[config.mk]
export PLATFORM = sky130hd
export DESIGN_NAME = axi_store_unit
export DESIGN_NICKNAME = d
export VERILOG_FILES = /design/src/rtl/axi_store_unit.sv
export SDC_FILE = /design/constraint.sdc
export NUM_CORES = 1
export LEC_CHECK = 0
export CAP_MARGIN = 20
export CORE_ASPECT_RATIO = 0.5
export CORE_MARGIN = 2
export CORE_UTILIZATION = 43
export DETAILED_ROUTE_END_ITERATION = 16
export GPL_TIMING_DRIVEN = 1
export HOLD_SLACK_MARGIN = 0.02
export PLACE_DENSITY = 0.88
export SYNTH_ARGS = -nofsm -noshare
export SYNTH_HDL_FRONTEND = slang
export SYNTH_SLANG_ARGS = --single-unit
[constraint.sdc]
create_clock -name clk -period 2 [get_ports clk]
set_input_delay 0.4 -clock clk [delete_from_list [all_inputs] [get_ports clk]]
set_output_delay 0.4 -clock clk [all_outputs]
set_load 0.1 [all_outputs]
[src/rtl/axi_store_unit.sv]
// axi_store_unit: single-outstanding AXI4-Lite store unit that formats byte lanes for a 64-bit bus.
// Define STORE_MISALIGN_SPLIT_EN to split stores crossing an 8-byte word into two writes.
module axi_store_unit #(
    parameter int         XLEN     = 64,
    parameter logic [2:0] AXI_PROT = 3'b000
) (
    input  logic            clk,
    input  logic            rst,
    input  logic            req_valid,
    output logic            req_ready,
    input  logic [XLEN-1:0] req_addr,
    input  logic [XLEN-1:0] req_data,
    input  logic [1:0]      req_size,
    output logic            resp_valid,
    output logic            resp_fault,
    output logic            resp_misaligned,
    output logic            awvalid,
    input  logic            awready,
    output logic [XLEN-1:0] awaddr,
    output logic [2:0]      awprot,
    output logic            wvalid,
    input  logic            wready,
    output logic [63:0]     wdata,
    output logic [7:0]      wstrb,
    input  logic            bvalid,
    output logic            bready,
    input  logic [1:0]      bresp
);

    typedef enum logic [2:0] {
        IDLE,
        ADDR_DATA,
        RESP,
`ifdef STORE_MISALIGN_SPLIT_EN
        DONE,
        SECOND
`else
        DONE
`endif
    } state_t;

    state_t      state;
    state_t      next_state;
    logic        accept;
    logic        aw_hs;
    logic        w_hs;
    logic        aw_done;
    logic        w_done;
    logic        fault_q;
    logic        misaligned_q;
    logic        in_addr_phase;
    logic [7:0]  size_mask;
    logic [63:0] data_lo;
    logic [7:0]  strb_lo;
    logic        unused_bresp;

`ifdef STORE_MISALIGN_SPLIT_EN
    logic [63:0] data_q;
    logic [2:0]  off_q;
    logic [7:0]  mask_q;
    logic        second_q;
    logic [63:0] data_hi;
    logic [7:0]  strb_hi;
    logic        crosses;

    // Upper-word beat: the bytes shifted past lane 7 by the low-word formatting.
    assign data_hi = data_q >> (7'd64 - {1'b0, off_q, 3'b000});
    assign strb_hi = mask_q >> (4'd8 - {1'b0, off_q});
    assign crosses = |strb_hi;
`else
    logic        req_misaligned;

    always_comb begin
        case (req_size)
            2'd0:    req_misaligned = 1'b0;
            2'd1:    req_misaligned = req_addr[0];
            2'd2:    req_misaligned = |req_addr[1:0];
            default: req_misaligned = |req_addr[2:0];
        endcase
    end
`endif

    assign awprot       = AXI_PROT;
    assign unused_bresp = bresp[0];
    assign accept       = req_valid && req_ready;
    assign aw_hs        = awvalid && awready;
    assign w_hs         = wvalid && wready;

    always_comb begin
        case (req_size)
            2'd0:    size_mask = 8'h01;
            2'd1:    size_mask = 8'h03;
            2'd2:    size_mask = 8'h0F;
            default: size_mask = 8'hFF;
        endcase
    end

    assign data_lo = 64'(req_data) << {req_addr[2:0], 3'b000};
    assign strb_lo = size_mask << req_addr[2:0];

`ifdef STORE_MISALIGN_SPLIT_EN
    assign in_addr_phase = (state == ADDR_DATA) || (state == SECOND);
`else
    assign in_addr_phase = (state == ADDR_DATA);
`endif

    always_ff @(posedge clk or negedge rst) begin
        if (!rst) begin
            state <= IDLE;
        end else begin
            state <= next_state;
        end
    end

    always_comb begin
        next_state = state;
        case (state)
            IDLE: begin
                if (accept) begin
                    next_state = ADDR_DATA;
`ifndef STORE_MISALIGN_SPLIT_EN
                    if (req_misaligned) next_state = DONE;
`endif
                end
            end
            ADDR_DATA: begin
                if ((aw_done || aw_hs) && (w_done || w_hs)) next_state = RESP;
            end
`ifdef STORE_MISALIGN_SPLIT_EN
            SECOND: begin
                if ((aw_done || aw_hs) && (w_done || w_hs)) next_state = RESP;
            end
`endif
            RESP: begin
                if (bvalid) begin
                    next_state = DONE;
`ifdef STORE_MISALIGN_SPLIT_EN
                    // A failed low beat ends the request without touching the upper word.
                    if (!second_q && crosses && !bresp[1]) next_state = SECOND;
`endif
                end
            end
            DONE:    next_state = IDLE;
            default: next_state = IDLE;
        endcase
    end

    always_comb begin
        req_ready       = (state == IDLE);
        awvalid         = in_addr_phase && !aw_done;
        wvalid          = in_addr_phase && !w_done;
        bready          = (state == RESP);
        resp_valid      = (state == DONE);
        resp_fault      = (state == DONE) && fault_q;
        resp_misaligned = (state == DONE) && misaligned_q;
    end

    // Payload registers hold steady for the whole address phase; handshake flags let AW and W retire independently.
    always_ff @(posedge clk or negedge rst) begin
        if (!rst) begin
            awaddr       <= '0;
            wdata        <= '0;
            wstrb        <= '0;
            aw_done      <= 1'b0;
            w_done       <= 1'b0;
            fault_q      <= 1'b0;
            misaligned_q <= 1'b0;
`ifdef STORE_MISALIGN_SPLIT_EN
            data_q       <= '0;
            off_q        <= '0;
            mask_q       <= '0;
            second_q     <= 1'b0;
`endif
        end else begin
            if (accept) begin
                awaddr  <= {req_addr[XLEN-1:3], 3'b000};
                wdata   <= data_lo;
                wstrb   <= strb_lo;
                aw_done <= 1'b0;
                w_done  <= 1'b0;
                fault_q <= 1'b0;
`ifdef STORE_MISALIGN_SPLIT_EN
                misaligned_q <= 1'b0;
                data_q       <= 64'(req_data);
                off_q        <= req_addr[2:0];
                mask_q       <= size_mask;
                second_q     <= 1'b0;
`else
                misaligned_q <= req_misaligned;
`endif
            end
            if (aw_hs) aw_done <= 1'b1;
            if (w_hs) w_done <= 1'b1;
            if (bvalid && bready) begin
                fault_q <= bresp[1];
                aw_done <= 1'b0;
                w_done  <= 1'b0;
`ifdef STORE_MISALIGN_SPLIT_EN
                if (next_state == SECOND) begin
                    awaddr   <= awaddr + XLEN'(8);
                    wdata    <= data_hi;
                    wstrb    <= strb_hi;
                    second_q <= 1'b1;
                end
`endif
            end
        end
    end

endmodule

==> metrics.txt <==
# TYPE chip_impl_metric gauge
chip_impl_info{name="run_status",value="finished, final reports clean"} 1
chip_impl_metric{name="drt_first_iter_violations",unit=""} 349
chip_impl_info{name="netlist_top_cells_area",value="sky130_fd_sc_hd__dfrtp_1 (51%), sky130_fd_sc_hd__nand2_1 (14%), sky130_fd_sc_hd__mux2i_1 (7.0%)"} 1
chip_impl_metric{name="via_count",unit=""} 6621
chip_impl_info{name="r2r-start",value="state[0]$_DFFE_PN0P_"} 1
chip_impl_metric{name="timing.final.crit_period",unit="ps"} 1940
chip_impl_metric{name="insertedDiodeCount",unit=""} 0
chip_impl_metric{name="post_synth_design_cell_area",unit="um^2"} 6840
chip_impl_metric{name="post_synth.cell_area_avg",unit="um^2"} 9.30
chip_impl_metric{name="cpPeakStageDelay",unit="ps"} 440
chip_impl_metric{name="timing.max_cap.violations",unit=""} 0
chip_impl_metric{name="synth_warn",unit=""} 0
chip_impl_metric{name="critPathMaxFanout",unit=""} 4
chip_impl_metric{name="globalplace.congestion",unit=""} 0.880
chip_impl_info{name="setup.worst_path.class",value="flop to output port"} 1
chip_impl_info{name="worst_path_dominant_cell_family",value="flip-flops"} 1
chip_impl_metric{name="dieWidth",unit="um"} 182
chip_impl_metric{name="synthToLayoutAreaGrowth",unit="%"} 50.5
chip_impl_metric{name="setup_viol",unit=""} 0
chip_impl_metric{name="numCtsBuffers",unit=""} 17
chip_impl_metric{name="synth-async-reset-ratio",unit="%"} 100
chip_impl_metric{name="placeableCoreArea",unit="um^2"} 15500
chip_impl_info{name="timing.rr.end",value="wdata[31]$_DFFE_PN0P_"} 1
chip_impl_metric{name="grt_pass1_vias",unit=""} 6665
chip_impl_metric{name="ff_latch_area",unit="um^2"} 3480
chip_impl_metric{name="global_route_wire_length_before_repair",unit="um"} 34500
chip_impl_metric{name="period_share",unit="%"} 96.9
chip_impl_info{name="setup_repair_after_global_routing_missed_its_margin",value="true"} 1
chip_impl_metric{name="placed_cells",unit=""} 1197
chip_impl_metric{name="cts.path.max_buffers",unit=""} 2
chip_impl_metric{name="grt_start_max_net_pins",unit=""} 64
chip_impl_metric{name="htree_levels",unit=""} 4
chip_impl_metric{name="timing_worst_slew_pin_value",unit="ps"} 598
chip_impl_info{name="crit_path_capture",value="wvalid"} 1
chip_impl_metric{name="relSlewSlack",unit="%"} 60.1
chip_impl_metric{name="skew",unit="ps"} 10.7
chip_impl_info{name="yosys.area.top_type",value="sky130_fd_sc_hd__dfrtp_1"} 1
chip_impl_info{name="crit_path_start",value="state[1]$_DFFE_PN0P_"} 1
chip_impl_metric{name="wirelength",unit="um"} 22000
chip_impl_metric{name="drt_first_pass_iters",unit=""} 6
chip_impl_metric{name="floorplan.die_area",unit="um^2"} 17000
chip_impl_metric{name="post_drt_via_cell_ratio",unit=""} 5.38
chip_impl_info{name="tritoncts",value="done"} 1
chip_impl_metric{name="fin_cells",unit=""} 1231
chip_impl_metric{name="synth_cells",unit=""} 735
chip_impl_metric{name="timing_hold_violations_final",unit=""} 0
chip_impl_metric{name="timing_limited_maximum_frequency",unit="MHz"} 516
chip_impl_metric{name="grt_util_all_layers",unit="%"} 25.9
chip_impl_metric{name="hpwl_after_detailed_placement",unit="um"} 16000
chip_impl_info{name="worstSetupEndpointType",value="output port"} 1
chip_impl_metric{name="number_of_flops_mapped_to_enable_cells_by_yosys",unit=""} 0
chip_impl_metric{name="critical_path_arrival",unit="ps"} 1540
chip_impl_metric{name="multi_input_comb_area",unit="um^2"} 3070
chip_impl_metric{name="maxSlewViolCount",unit=""} 0
chip_impl_metric{name="io_buffers",unit=""} 276
chip_impl_metric{name="netlist.area_leader.share",unit="%"} 50.9
chip_impl_info{name="final_common_cell",value="sky130_fd_sc_hd__nand2_1"} 1
chip_impl_metric{name="rows",unit=""} 32
chip_impl_metric{name="nets",unit=""} 1157
chip_impl_info{name="worst_setup_path_start_kind",value="flop"} 1
chip_impl_metric{name="clock_sink_count",unit=""} 139
chip_impl_metric{name="ios",unit=""} 284
chip_impl_metric{name="post_synth_num_cell_types",unit=""} 36
chip_impl_info{name="dominantRegCellSynth",value="sky130_fd_sc_hd__dfrtp_1"} 1
chip_impl_metric{name="layout.filler_cells",unit=""} 1172
chip_impl_metric{name="synth_sequential_area_ratio",unit="%"} 50.9
chip_impl_metric{name="antenna_found_initial",unit=""} 0
chip_impl_info{name="hold_class",value="input port to flop"} 1
chip_impl_metric{name="drive_gt1_share",unit="%"} 24.4
chip_impl_metric{name="postSynthRegisterBits",unit=""} 139
chip_impl_metric{name="wire_per_inst",unit="um"} 17.9
chip_impl_info{name="slowest_cell_on_the_critical_path",value="sky130_fd_sc_hd__dfrtp_2"} 1
chip_impl_metric{name="die_height",unit="um"} 93.2
chip_impl_metric{name="cp_num_cells",unit=""} 4
chip_impl_metric{name="cp_data_required_time",unit="ps"} 1600
chip_impl_metric{name="floorplan.initialDensity",unit="%"} 44.1
chip_impl_metric{name="cp.buffers_inverters",unit=""} 2
chip_impl_metric{name="r2r_slack",unit="ps"} 150
chip_impl_info{name="worstPathCellList",value="inv_2 -> ha_2 -> nor2b_4 -> buf_12"} 1
chip_impl_metric{name="drc",unit=""} 0
chip_impl_info{name="root_buffer",value="sky130_fd_sc_hd__clkbuf_16"} 1
chip_impl_metric{name="worstRegToRegCells",unit=""} 8
chip_impl_metric{name="clkTransAtPathRegs",unit="ps"} 60
chip_impl_metric{name="clkLatencyLatePin",unit="ps"} 420
chip_impl_metric{name="postRouteAntennaNets",unit=""} 0
chip_impl_info{name="layout_common_cells",value="sky130_fd_sc_hd__nand2_1 (258), sky130_fd_sc_hd__buf_4 (162), sky130_fd_sc_hd__dfrtp_1 (138), sky130_fd_sc_hd__clkdlybuf4s50_1 (133), sky130_fd_sc_hd__mux2i_1 (48)"} 1
chip_impl_metric{name="grt.overflow.total",unit=""} 0
[synthesized netlist by cell type, types with 2 or more instances]
library cell / count
sky130_fd_sc_hd__a222oi_1: 9
sky130_fd_sc_hd__clkbuf_1: 23
sky130_fd_sc_hd__mux2_2: 24
sky130_fd_sc_hd__a22oi_1: 18
sky130_fd_sc_hd__nand2_1: 259
sky130_fd_sc_hd__nand3_1: 16
sky130_fd_sc_hd__nand2b_1: 9
sky130_fd_sc_hd__o22ai_1: 3
sky130_fd_sc_hd__and2_1: 2
sky130_fd_sc_hd__a21oi_1: 33
sky130_fd_sc_hd__buf_6: 6
sky130_fd_sc_hd__o21ai_0: 34
sky130_fd_sc_hd__nor2b_1: 6
sky130_fd_sc_hd__dfrtp_1: 139
sky130_fd_sc_hd__buf_4: 11
sky130_fd_sc_hd__mux2i_1: 48
sky130_fd_sc_hd__a22o_1: 10
sky130_fd_sc_hd__ha_1: 5
sky130_fd_sc_hd__a21o_1: 2
sky130_fd_sc_hd__o2111ai_1: 8
sky130_fd_sc_hd__buf_2: 18
sky130_fd_sc_hd__inv_1: 6
sky130_fd_sc_hd__nor2_1: 24
sky130_fd_sc_hd__a2bb2oi_1: 9
sky130_fd_sc_hd__nor3_4: 2
[tightest hold or removal path: cells and delay by family]
kind                   cells  cell delay [ps]
AOI/OAI and AO/OA          1               60
buffers and inverters      1              180
muxes                      1              180
[metrics by stage]
step | setup TNS, ps | cell area [um^2] | utilization [%] | hold slack [ps] | setup WS [ps]
finish | 0 | 10300 | 66.4 | 441 | 61.1
global route | -9.86 | 10300 | 66.4 | 454 | -9.86
CTS | 0 | 10300 | 66.4 | 431 | 16.9
detailed placement | 0 | 9680 | 62.5 | 418 | 15.7
global placement | 0 | 9680 | 62.5 | 414 | 33.0
floorplan | 0 | 6880 | - | 104 | 5.31
[worst min path at each step]
stage,startpoint,end,depth (start not counted)
after floorplan,rst,aw_done$_DFFE_PN0P_,0
after global placement,rst,awaddr[23]$_DFFE_PN0P_,1
after detailed placement,rst,awaddr[23]$_DFFE_PN0P_,1
after CTS,req_addr[1],wdata[35]$_DFFE_PN0P_,3
after global routing,req_addr[1],wdata[35]$_DFFE_PN0P_,3
final,req_addr[1],wdata[35]$_DFFE_PN0P_,3
[cell type report]
class | instances | area share (%)
Sequential cell | 139 | 33.8
Tap cell | 204 | 2.48
Clock inverter | 14 | 1.42
Multi-Input combinational cell | 536 | 29.8
Clock buffer | 18 | 4.17
Inverter | 6 | 0.219
Timing Repair Buffer | 314 | 28.1
[metal layers]
metal | share of wire, % | GRT usage (%) | vias to the layer above
li1 | - | - | 3048
met1 | 39 | 29.8 | 3152
met2 | 50 | 45.8 | 342
met3 | 6.8 | 4.91 | 79
met4 | 4.4 | 15.1 | 0
met5 | 0 | 0 | -
[state kept, by name (all words and copies together), names as in the netlist]
signal / flops
fault_q: 1
misaligned_q: 1
wdata: 64
awaddr: 61
wstrb: 8
state: 2
aw_done: 1
w_done: 1
[cells by family (layout without fill, tap and decap cells)]
logic type / count (synthesis) / after routing / share of synthesized area (%)
buffers and inverters: 65 / 352 / 5.33
adders and majority gates: 5 / 5 / 0.915
AOI/OAI and AO/OA: 132 / 132 / 12.8
muxes: 72 / 72 / 11.0
DFF: 139 / 139 / 50.9
and+or+nand+nor: 321 / 321 / 19.0
other: 1 / 6 / 0.0549
[repair_timing]
action | 4_1_cts | 5_1_grt
hold endpoints to repair | 57 | 0
hold buffers | 1 | 0
setup buffers | 0 | 1
pin swaps | 0 | 0
resized for setup | 4 | 3
setup endpoints to repair | 2 | 3
Power is not shown: default switching activity piles up to over one toggle a cycle in this logic, so the estimate is an artifact.
